**config.mk**
```make
export PLATFORM = sky130hd
export DESIGN_NAME = serial_add_ctrl
export DESIGN_NICKNAME = d
export VERILOG_FILES = /design/src/rtl/serial_add_ctrl.sv
export SDC_FILE = /design/constraint.sdc
export NUM_CORES = 1
export LEC_CHECK = 0
export CELL_PAD_IN_SITES_DETAIL_PLACEMENT = 1
export CELL_PAD_IN_SITES_GLOBAL_PLACEMENT = 2
export CORE_MARGIN = 2
export CORE_UTILIZATION = 31
export DETAILED_ROUTE_END_ITERATION = 10
export HOLD_SLACK_MARGIN = 0.03
export PLACE_DENSITY_LB_ADDON = 0.05
export RECOVER_POWER = 25
export SETUP_SLACK_MARGIN = 0.02
export SLEW_MARGIN = 10
export SYNTH_ARGS = -nofsm -noshare
export SYNTH_HDL_FRONTEND = slang
export SYNTH_SLANG_ARGS = --single-unit
```
**constraint.sdc**
```tcl
create_clock -name clk -period 1.3 [get_ports clk]
set_input_delay 0.26 -clock clk [delete_from_list [all_inputs] [get_ports clk]]
set_output_delay 0.26 -clock clk [all_outputs]
set_load 0.01 [all_outputs]
```
**src/rtl/serial_add_ctrl.sv**
```systemverilog
// serial_add_ctrl: bit-serial adder controller.
// A single full-adder cell is reused once per clock. It processes operands
// LSB first and produces sum = a + b + c_in (mod 2^WIDTH), plus the carry-out.
// An operation takes WIDTH RUN cycles, then one DONE cycle, and then the
// block returns to IDLE.
module serial_add_ctrl #(
    parameter int WIDTH = 8
) (
    input  logic             clk,
    input  logic             rst_n,
    input  logic             start,
    input  logic [WIDTH-1:0] a,
    input  logic [WIDTH-1:0] b,
    input  logic             c_in,
    output logic             busy,
    output logic             done,
    output logic [WIDTH-1:0] sum,
    output logic             c_out
);

    // Counter wide enough to hold WIDTH, so it never wraps inside an operation.
    localparam int CW = $clog2(WIDTH + 1);

    typedef enum logic [1:0] {
        IDLE = 2'd0,
        RUN  = 2'd1,
        DONE = 2'd2
    } state_t;

    state_t           state;
    state_t           state_next;

    logic [WIDTH-1:0] a_sr;       // operand A, shifted right each RUN cycle
    logic [WIDTH-1:0] b_sr;       // operand B, shifted right each RUN cycle
    logic [WIDTH-1:0] ps;         // partial sum, filled from the MSB end
    logic [WIDTH-1:0] ps_next;
    logic             carry;      // carry flop between successive bit slices
    logic [CW-1:0]    cnt;        // bits processed so far

    logic             p;
    logic             q;
    logic             sum_bit;
    logic             carry_bit;
    logic             last_bit;

    // The one full-adder cell, fed from the operand LSBs and the carry flop.
    assign p         = a_sr[0];
    assign q         = b_sr[0];
    assign sum_bit   = p ^ q ^ carry;
    assign carry_bit = (p & q) | (carry & (p ^ q));

    // This RUN edge processes bit WIDTH-1, so it completes the operation.
    assign last_bit  = (cnt == CW'(WIDTH - 1));

    // The new sum bit enters at the MSB. After WIDTH shifts, bit 0 has
    // reached position 0.
    generate
        if (WIDTH == 1) begin : g_ps_one
            assign ps_next = sum_bit;
        end else begin : g_ps_many
            assign ps_next = {sum_bit, ps[WIDTH-1:1]};
        end
    endgenerate

    assign busy = (state != IDLE);
    assign done = (state == DONE);

    // State register.
    always_ff @(posedge clk) begin
        // NOTE: clocked state uses non-blocking assignments, so every flop
        // samples the values from before the edge, regardless of block order.
        if (!rst_n) begin
            state <= IDLE;
        end else begin
            state <= state_next;
        end
    end

    // Next-state logic: accept start only in IDLE, leave RUN after the last bit.
    always_comb begin
        // NOTE: the default is assigned first, so no path through the case
        // leaves state_next unassigned. Without it, a latch would be inferred.
        state_next = state;
        case (state)
            IDLE:    if (start) state_next = RUN;
            RUN:     if (last_bit) state_next = DONE;
            DONE:    state_next = IDLE;
            default: state_next = IDLE;
        endcase
    end

    // Datapath: load operands on accept, then shift one bit slice per RUN cycle.
    always_ff @(posedge clk) begin
        if (!rst_n) begin
            a_sr  <= '0;
            b_sr  <= '0;
            ps    <= '0;
            carry <= 1'b0;
            cnt   <= '0;
            sum   <= '0;
            c_out <= 1'b0;
        end else begin
            case (state)
                IDLE: begin
                    if (start) begin
                        a_sr  <= a;
                        b_sr  <= b;
                        carry <= c_in;
                        cnt   <= '0;
                    end
                end
                RUN: begin
                    a_sr  <= a_sr >> 1;
                    b_sr  <= b_sr >> 1;
                    ps    <= ps_next;
                    carry <= carry_bit;
                    cnt   <= cnt + CW'(1);
                    if (last_bit) begin
                        sum   <= ps_next;
                        c_out <= carry_bit;
                    end
                end
                default: begin
                    // DONE: results are held, and the next edge returns to IDLE.
                end
            endcase
        end
    end

endmodule

```
# Word-level counts from Yosys, hierarchy flattened
# Index checks and enable logic that the tools add are counted.
# totals
regBits	40
in_bits	20
output_inout_bits	11
elab_cells	36
# op_classes
n_addsub	1
eq_ne	5
mux	11
n_bitwise	5
reduce_logical	6
# ops
op	n
8-bit case mux with 2 select lines	2
8-bit two-way mux	2
4-bit case mux with 2 select lines	1
2-bit AND reduction	3
4-bit by 1-bit adder with 4-bit output, second input constant	1
4-bit by 3-bit equality test with 1-bit output, second input constant	1
2-bit two-way mux	2
4-bit two-way mux	1
2-bit != test, second input constant	2
2-bit case mux with 2 select lines	1
2-bit nonzero test	2
1-bit AND	2
2-bit by 1-bit equality test with 1-bit output, second input constant	1
2-bit equality test, second input constant	1
2-bit logical NOT	1
1-bit case mux with 2 select lines	1
1-bit bitwise XOR	2
1-bit two-way mux	1
1-bit bitwise OR	1

# Longest topological paths before layout
# Gate-level depths: netlist of run 1.
# depth
depth_word	4
mapped_depth	6
ltp_nobuf	4

# Worst setup path before layout of run 1
# No wires, ideal clock.
# synth_timing
path_kind	register -> output
startpoint	register state[0]
endpoint	output busy
arrival_ns	0.980
t_required_ns	1.040
path_slack_ns	0.060
path_stages_with_launch	5
cell_sequence	dfxtp_1 buf_4 inv_1 clkbuf_1 nand2_1
# synth_via
elab_chain_len	1
# synth_lines
element	line_no	rtl
from (decl)	30	state_t state;
from (signal assigned)	75	state <= state_next;
2-bit nonzero test	65	assign busy = (state != IDLE);
to (decl)	15	output logic busy,
# No other way between the ends.

# Final worst setup path of run 1
# layout_timing
startpoint	register state[1]
endpoint	register sum[7]
# layout_via
elab_chain_len	2
# layout_lines
element	line_no	rtl
2-bit by 1-bit equality test with 1-bit output	103	case (state)
2-bit AND reduction (no line)	n/a	
to (signal assigned)	119	sum <= ps_next;
to (decl)	17	output logic [WIDTH-1:0] sum,
# No other way between the ends.
# A chain may end at the register's enable or synchronous reset.

==> tab_implementation.tex, run 1 <==
\begin{tabular}{lr}
\hline
Metric & Value \\
\hline
\multicolumn{2}{l}{\textbf{Run}} \\
Max-cap violations & 0 \\
\multicolumn{2}{l}{\textbf{Setup path}} \\
WP data arrival & approximately 1500 ps \\
Path type of the worst setup path & flip-flop to flip-flop \\
Top fanout value on the critical path & 8 \\
Critical path required time & approximately 1500 ps \\
Startpoint kind of the worst setup timing path & flip-flop \\
Endpoint class of the critical path & flip-flop \\
\multicolumn{2}{l}{\textbf{Global route}} \\
Largest net degree at the start of global routing & 19 \\
Vias in the first global route & between 1500 and 2000 \\
Global-route wire length before repair & about 8400 µm \\
Remaining global-route overflow & 0 \\
GRT Util Overall & about 17\% \\
Antenna violations before repair & 0 \\
\multicolumn{2}{l}{\textbf{Routing}} \\
Final WL & slightly below 5000 µm \\
First-pass DRT Iterations & 4 \\
Drt drc & 0 \\
Via total after detailed routing & between 1500 and 2000 \\
Per-cell routed wire length & 15.5 µm \\
Vias per Instance & 5.12 \\
Antenna-violating nets left & 0 \\
Starting DRC count in detailed routing & 63 \\
\multicolumn{2}{l}{\textbf{Pwr}} \\
Total leakage power & about 0.00092 µW \\
Pwr dens & approximately 1000 mW/mm² \\
Max rail drop VDD & 0.000443 V \\
Tot Pwr & around 2500 µW \\
\multicolumn{2}{l}{\textbf{Clock network}} \\
Level count of the clock H-tree & 2 \\
Number of clock buffers inserted by TritonCTS & 5 \\
Clock latency on the worst-skew pair & $\sim$300 ps \\
Count of hold buffers inserted by post-cts repair & 0 \\
Clock tree from TritonCTS & done \\
Largest buffer count on any clock path & 2 \\
Number of clock sinks & 39 \\
Buffer type at the clock tree root & sky130\_fd\_sc\_hd\_\_clkbuf\_8 \\
Clock-pin slew on the worst setup and hold paths & 90 ps \\
\multicolumn{2}{l}{\textbf{Placed design}} \\
Post-DP Area & about 0.0022 mm² \\
Port Buffer Count & 30 \\
Total half-perimeter wirelength after legalization and detailed placement & 3420 µm \\
Gp weighted congestion & around 0.7 \\
\multicolumn{2}{l}{\textbf{Synth}} \\
Yosys top cell area share & between 40\% and 50\% \\
Share of synthesized flip-flops with an asynchronous set or reset & 0\% \\
Number of distinct library cells after synthesis & 30 \\
Leading register cell type out of synthesis & sky130\_fd\_sc\_hd\_\_dfxtp\_1 \\
Number of synthesized register bits & 39 \\
Cells after synthesis & 198 \\
EDFF count, synth & 0 \\
Post-Syn Nets & between 200 and 250 \\
Total standard cell area after synthesis & $\sim$0.0017 mm² \\
Share of the yosys chip area belonging to registers & 44.8\% \\
Dominant cell type by area after synthesis & sky130\_fd\_sc\_hd\_\_dfxtp\_1 \\
Main area contributors after synthesis & sky130\_fd\_sc\_hd\_\_dfxtp\_1 45\%, sky130\_fd\_sc\_hd\_\_nand2\_1 7.7\%, sky130\_fd\_sc\_hd\_\_o221ai\_1 7.5\% \\
Synth warnings & 0 \\
Mean instance size in the synthesized netlist & a little under 9 µm² \\
\multicolumn{2}{l}{\textbf{Floorplanning}} \\
\# IOs & 31 \\
DIE HEIGHT & roughly 79 µm \\
Number of cell rows & 27 \\
Core Region & roughly 0.0055 mm² \\
Initial Util & a little under a third \\
Die ar. & 0.00624 mm² \\
Chip Width & between 70 and 80 µm \\
\multicolumn{2}{l}{\textbf{Worst hold path}} \\
Class of the tightest hold or removal check & flip-flop to flip-flop \\
\multicolumn{2}{l}{\textbf{STA}} \\
Final Slew Violations & 0 \\
Measured slew at the worst slew-check pin & 318 ps \\
Portion of the clock cycle consumed by the worst path in the final layout & $\sim$98\% \\
Post-route worst hold slack & about 460 ps \\
Setup Skew & 7.10 ps \\
Worst slew margin & about four fifths \\
Final worst path period need & 1270 ps \\
Max Clk Rate & between 700 and 800 MHz \\
RSZ-0062 raised after global routing & true \\
Final hold vios & 0 \\
Count of endpoints failing setup in the final report & 0 \\
\multicolumn{2}{l}{\textbf{Cells and area}} \\
Layout overhead on the synthesized area & 39.5\% \\
Antenna fix cells & 0 \\
Fraction of final layout cells sized beyond drive strength 1 & 24.5\% \\
FILL cells & around 660 \\
Final cell area excluding filler cells & around 0.0024 mm² \\
Final \#Nets & $\sim$270 \\
\multicolumn{2}{l}{\textbf{Outcome}} \\
Result of the run & completed \\
\hline
\end{tabular}
-- critical path, stage by stage, from the launching register on --
cell,delay (ps)
sky130_fd_sc_hd__dfxtp_4,380
sky130_fd_sc_hd__buf_8,140
sky130_fd_sc_hd__nand2b_4,160
sky130_fd_sc_hd__nor3_4,160
sky130_fd_sc_hd__buf_6,180
sky130_fd_sc_hd__mux2i_1,200
-- timing repair --
| action | in CTS | in global routing |
|---|---|---|
| setup endpoints to repair | 38 | 28 |
| pin swaps | 5 | 2 |
| resized for setup | 37 | 7 |
| cloned | 2 | 0 |
| buffers inserted | 4 | 0 |
-- cells in the mapped netlist, drive strengths merged, types with 2 or more instances --
| library cell | count |
|---|---|
| a32o | 2 |
| inv | 6 |
| nor2b | 2 |
| dfxtp | 39 |
| a21oi | 23 |
| nand2 | 36 |
| or3b | 10 |
| buf | 9 |
| mux2i | 10 |
| nand3 | 2 |
| nor2 | 5 |
| o21ai | 11 |
| o22ai | 7 |
| o221ai | 15 |
| clkbuf | 8 |
-- metrics by stage --
stage          util [%]  setup TNS, ps  setup slack (ps)  instances
2_1_floorplan         -              0              59.6        198
3_3_place_gp       40.5          -7040              -348        303
3_5_place_dp       40.5          -8340              -384        303
4_1_cts            44.2          -14.8             -12.9        317
5_1_grt            44.4           -484             -56.6        317
6_report           44.4              0              26.9        317
-- sequential cells by signal, indices dropped and copies added (netlist names) --
name	count
a_sr	8
b_sr	8
sum	8
ps	7
cnt	4
state	2
c_out	1
carry	1
-- power breakdown --
group | leakage (µW) | total, µW | switching [µW] | internal (µW)
sequential | 0.000321 | 1300 | 48.1 | 1250
combinational | 0.000557 | 348 | 158 | 190
clock | 0.0000402 | 844 | 470 | 374
-- kinds of logic after synthesis --
| logic type | synth area share, % |
|---|---|
| buffers and inverters | 6.74 |
| flip-flops | 44.8 |
| AND/OR/NAND/NOR | 18.3 |
| adder cells (fa/ha/maj) | 1.87 |
| AO/OA/AOI/OAI | 22.6 |
| multiplexers | 5.74 |
-- final timing paths --
| kind | startpoint | endpoint | slack, ps | depth (start not counted) |
|---|---|---|---|---|
| setup / recovery | state[1]$_SDFFE_PN0P_ | sum[7]$_SDFFE_PN0P_ | 30 | 5 |
| hold reg to reg | sum[2]$_SDFFE_PN0P_ | sum[2]$_SDFFE_PN0P_ | 460 | 2 |
| hold / removal | sum[2]$_SDFFE_PN0P_ | sum[2]$_SDFFE_PN0P_ | 460 | 2 |
| setup reg to reg | state[1]$_SDFFE_PN0P_ | sum[7]$_SDFFE_PN0P_ | 30 | 5 |
-- cell type report --
type                            count  area (µm²)  share of cell area (%)
Clock buffer                        5        68.8                    2.83
Clock inverter                      3        20.0                   0.823
Tap cell                           72        90.1                    3.70
Inverter                            7        27.5                    1.13
Timing Repair Buffer               56         548                    22.5
Sequential cell                    39         788                    32.4
Multi-Input combinational cell    135         890                    36.6
-- per-layer routing --
layer	routed length, µm	vias up	track usage [%]
met3	109	8	3.18
met4	89	0	7.24
met5	0	-	0
li1	-	803	-
met1	2090	789	19.7
met2	2620	22	32.2
-- cells in the final DEF, fill, tap and decap left out, types with 2 or more instances in the layout --
cell type                         synthesis  layout
sky130_fd_sc_hd__a21oi_1                 23      23
sky130_fd_sc_hd__a32o_1                   2       2
sky130_fd_sc_hd__buf_12                   0       2
sky130_fd_sc_hd__buf_2                    4       2
sky130_fd_sc_hd__buf_4                    4      18
sky130_fd_sc_hd__clkbuf_8                 0       5
sky130_fd_sc_hd__clkdlybuf4s50_1          0      18
sky130_fd_sc_hd__clkinv_2                 0       2
sky130_fd_sc_hd__clkinvlp_4               0       2
sky130_fd_sc_hd__dfxtp_1                 39      35
sky130_fd_sc_hd__dfxtp_2                  0       3
sky130_fd_sc_hd__dlygate4sd2_1            0      10
sky130_fd_sc_hd__inv_1                    6       6
sky130_fd_sc_hd__mux2i_1                 10      10
sky130_fd_sc_hd__nand2_1                 36      34
sky130_fd_sc_hd__nand2_2                  0       2
sky130_fd_sc_hd__nand3_1                  2       2
sky130_fd_sc_hd__nor2_1                   5       4
sky130_fd_sc_hd__nor2b_1                  2       2
sky130_fd_sc_hd__o21ai_0                 11       5
sky130_fd_sc_hd__o21ai_1                  0       5
sky130_fd_sc_hd__o221ai_1                15      15
sky130_fd_sc_hd__o22ai_1                  7       6
sky130_fd_sc_hd__or3b_2                  10      10
Power figures use the tool's default switching activity.
==> inputs of run 2 (changes only) <==
CORE_UTILIZATION = 33   (was 31)
CTS_CLUSTER_DIAMETER = 30   (was unset)
clock period = 1.5 ns   (was 1.3 ns; I/O delays follow)
==> tab_implementation.tex, run 2 (synthesized netlist as in run 1, its figures left out) <==
\begin{tabular}{lr}
\hline
Metric & Value \\
\hline
\multicolumn{2}{l}{\textbf{STA}} \\
Setup Skew & 7.34 ps (was 7.10 ps) \\
Final Slew Violations & 0 (unchanged) \\
Final total negative setup slack & 0 ps (unchanged) \\
Portion of the clock cycle consumed by the worst path in the final layout & between 90\% and 100\% \\
Max Clk Rate & about 710 MHz \\
Measured slew at the worst slew-check pin & 244 ps (was 318 ps) \\
Final worst path period need & about 1400 ps \\
Count of endpoints failing setup in the final report & 0 (unchanged) \\
Worst slew margin & 83.6\% (was 78.8\%) \\
Post-route worst hold slack & 461 ps (was 460 ps) \\
RSZ-0062 raised after global routing & false (was true) \\
Final hold vios & 0 (unchanged) \\
\multicolumn{2}{l}{\textbf{Cells and area}} \\
FILL cells & 621 (was 655) \\
Final \#Nets & 258 (was 266) \\
Leading cell type in the layout, fill and taps excluded & sky130\_fd\_sc\_hd\_\_dfxtp\_1 (unchanged) \\
Layout overhead on the synthesized area & 31.3\% (was 39.5\%) \\
Antenna fix cells & 0 (unchanged) \\
Final core area utilization & 44.8\% (was 44.4\%) \\
Leading registers by flop count & a\_sr: 8 flops, b\_sr: 8 flops, sum: 8 flops (unchanged) \\
Most used cells in the layout excluding fill and tap cells & 39 x sky130\_fd\_sc\_hd\_\_dfxtp\_1, 36 x sky130\_fd\_sc\_hd\_\_nand2\_1, 23 x sky130\_fd\_sc\_hd\_\_a21oi\_1 (was 35 x sky130\_fd\_sc\_hd\_\_dfxtp\_1, 34 x sky130\_fd\_sc\_hd\_\_nand2\_1, 23 x sky130\_fd\_sc\_hd\_\_a21oi\_1) \\
Multi-input gate area & 848 µm² (was 890 µm²) \\
Final cell area excluding filler cells & 0.00229 mm² (was 0.00243 mm²) \\
Seq. cell area & 781 µm² (was 788 µm²) \\
Fraction of final layout cells sized beyond drive strength 1 & 17.3\% (was 24.5\%) \\
\multicolumn{2}{l}{\textbf{Setup path}} \\
Reg2Reg Capture Point & sum[5]\$\_SDFFE\_PN0P\_ (was sum[7]\$\_SDFFE\_PN0P\_) \\
Worst R2R Start & state[1]\$\_SDFFE\_PN0P\_ (unchanged) \\
CP max stage delay & 480 ps (was 380 ps) \\
Series of cell instances along the critical path & clkdlybuf4s50\_1 -> buf\_4 -> or3b\_2 -> o21ai\_0 -> a21oi\_1 (was buf\_8 -> nand2b\_4 -> nor3\_4 -> buf\_6 -> mux2i\_1) \\
Endpoint class of the critical path & flip-flop (unchanged) \\
Cell with the biggest individual delay on the critical path & sky130\_fd\_sc\_hd\_\_clkdlybuf4s50\_1 (was sky130\_fd\_sc\_hd\_\_dfxtp\_4) \\
FF-to-FF path depth & 5 (unchanged) \\
Startpoint kind of the worst setup timing path & input pin (was flip-flop) \\
Critical path required time & 1680 ps (was 1530 ps) \\
WP data arrival & 1580 ps (was 1510 ps) \\
Path type of the worst setup path & input pin to flip-flop (was flip-flop to flip-flop) \\
Buffers and inverters on the worst path & 2 (unchanged) \\
Setup crit start & start (was state[1]\$\_SDFFE\_PN0P\_) \\
Flop-to-flop setup slack & 130 ps (was 30 ps) \\
Total stage count of the critical path & 5 (unchanged) \\
Top fanout value on the critical path & 13 (was 8) \\
Gate family responsible for the most delay along the worst path & buffers and inverters (was flip-flops) \\
\multicolumn{2}{l}{\textbf{Global route}} \\
Vias in the first global route & 1637 (was 1745) \\
Antenna violations before repair & 0 (unchanged) \\
GRT Util Overall & 16.2\% (was 17.5\%) \\
Remaining global-route overflow & 0 (unchanged) \\
Global-route wire length before repair & 7720 µm (was 8450 µm) \\
Largest net degree at the start of global routing & 19 (unchanged) \\
\multicolumn{2}{l}{\textbf{Routing}} \\
Final WL & 4530 µm (was 4910 µm) \\
Length of routed met3 wiring & 147 µm (was 109 µm) \\
Drt drc & 0 (unchanged) \\
Via total after detailed routing & 1565 (was 1622) \\
Per-cell routed wire length & 14.7 µm (was 15.5 µm) \\
WL met2 & 2330 µm (was 2620 µm) \\
Starting DRC count in detailed routing & 47 (was 63) \\
Top Layer Used & met4 (unchanged) \\
First-pass DRT Iterations & 4 (unchanged) \\
Vias per Instance & 5.10 (was 5.12) \\
Met1 wire length & 2010 µm (was 2090 µm) \\
Antenna-violating nets left & 0 (unchanged) \\
\multicolumn{2}{l}{\textbf{Outcome}} \\
Result of the run & completed (unchanged) \\
\multicolumn{2}{l}{\textbf{Run}} \\
Max-cap violations & 0 (unchanged) \\
\multicolumn{2}{l}{\textbf{Pwr}} \\
Tot Pwr & 2310 µW (was 2490 µW) \\
Max rail drop VDD & 0.000462 V (was 0.000443 V) \\
Pwr dens & 1010 mW/mm² (was 1020 mW/mm²) \\
Total leakage power & 0.000838 µW (was 0.000918 µW) \\
\multicolumn{2}{l}{\textbf{Floorplanning}} \\
\# IOs & 31 (unchanged) \\
DIE HEIGHT & 76.7 µm (was 79.0 µm) \\
Die ar. & 0.00588 mm² (was 0.00624 mm²) \\
Initial Util & 34.1\% (was 31.9\%) \\
Number of cell rows & 26 (was 27) \\
Core Region & 0.00511 mm² (was 0.00547 mm²) \\
Chip Width & 76.7 µm (was 79.0 µm) \\
\multicolumn{2}{l}{\textbf{Clock network}} \\
Number of clock buffers inserted by TritonCTS & 5 (unchanged) \\
Buffer type at the clock tree root & sky130\_fd\_sc\_hd\_\_clkbuf\_8 (unchanged) \\
Clock-pin slew on the worst setup and hold paths & 80 ps (was 90 ps) \\
Clock latency on the worst-skew pair & 290 ps (was 300 ps) \\
Clock tree from TritonCTS & done (unchanged) \\
Number of clock sinks & 39 (unchanged) \\
Largest buffer count on any clock path & 2 (unchanged) \\
Level count of the clock H-tree & 2 (unchanged) \\
\multicolumn{2}{l}{\textbf{Placed design}} \\
Total half-perimeter wirelength after legalization and detailed placement & 3250 µm (was 3420 µm) \\
Post-DP Area & 0.00216 mm² (was 0.00222 mm²) \\
Gp weighted congestion & 0.717 (was 0.720) \\
Port Buffer Count & 30 (unchanged) \\
\multicolumn{2}{l}{\textbf{Worst hold path}} \\
Endpoint with the worst hold slack & sum[6]\$\_SDFFE\_PN0P\_ (was sum[2]\$\_SDFFE\_PN0P\_) \\
Number of cells on the worst hold path & 2 (unchanged) \\
Hold\_sp & sum[6]\$\_SDFFE\_PN0P\_ (was sum[2]\$\_SDFFE\_PN0P\_) \\
Class of the tightest hold or removal check & flip-flop to flip-flop (unchanged) \\
\hline
\end{tabular}
run 2: worst max-delay path by stage:
stage,to,slack (ps)
final,a_sr[2]$_SDFFE_PN0P_,90
after floorplan,busy,220
after global placement,a_sr[0]$_SDFFE_PN0P_,-160
after CTS,c_out,20
after global routing,c_out$_SDFFE_PN0P_,20
after detailed placement,a_sr[2]$_SDFFE_PN0P_,-230
run 2: power breakdown:
group / switching [µW] / internal (µW)
sequential: 40.9 / 1080
combinational: 130 / 144
clock: 373 / 538
run 2: per-stage QoR:
stage                     worst slack, ps  instances
after global routing                 21.2        307
after global placement               -159        297
after floorplan                       220        198
after detailed placement             -225        297
final                                92.2        307
after CTS                            20.8        305
run 2: worst reg2reg max path, delay by kind of cell (launching register included):
family	cells	cell delay, ps
and+or+nand+nor	2	340
buffers and inverters	2	420
muxes	1	210
DFF	1	330
run 2: metal layers:
metal	vias to the layer above	track usage [%]
met1	752	19.0
met3	4	3.65
met2	24	29.5
met5	-	0
met4	0	4.55
li1	785	-
run 2: timing repair:
| item | 4_1_cts | 5_1_grt |
|---|---|---|
| hold buffers | 0 | 0 |
| setup endpoints to repair | 7 | 30 |
| pin swaps | 0 | 0 |
| buffers inserted | 0 | 2 |
| resized for setup | 9 | 7 |
run 2: area by class of cell:
cell class | count | share of cell area [%]
sequential | 39 | 34.1
multi-input combinational | 135 | 37.0
clock buffer | 6 | 3.61
inverter | 7 | 1.15
timing repair buffer | 48 | 18.7
tap | 70 | 3.83
clock inverter | 2 | 1.53
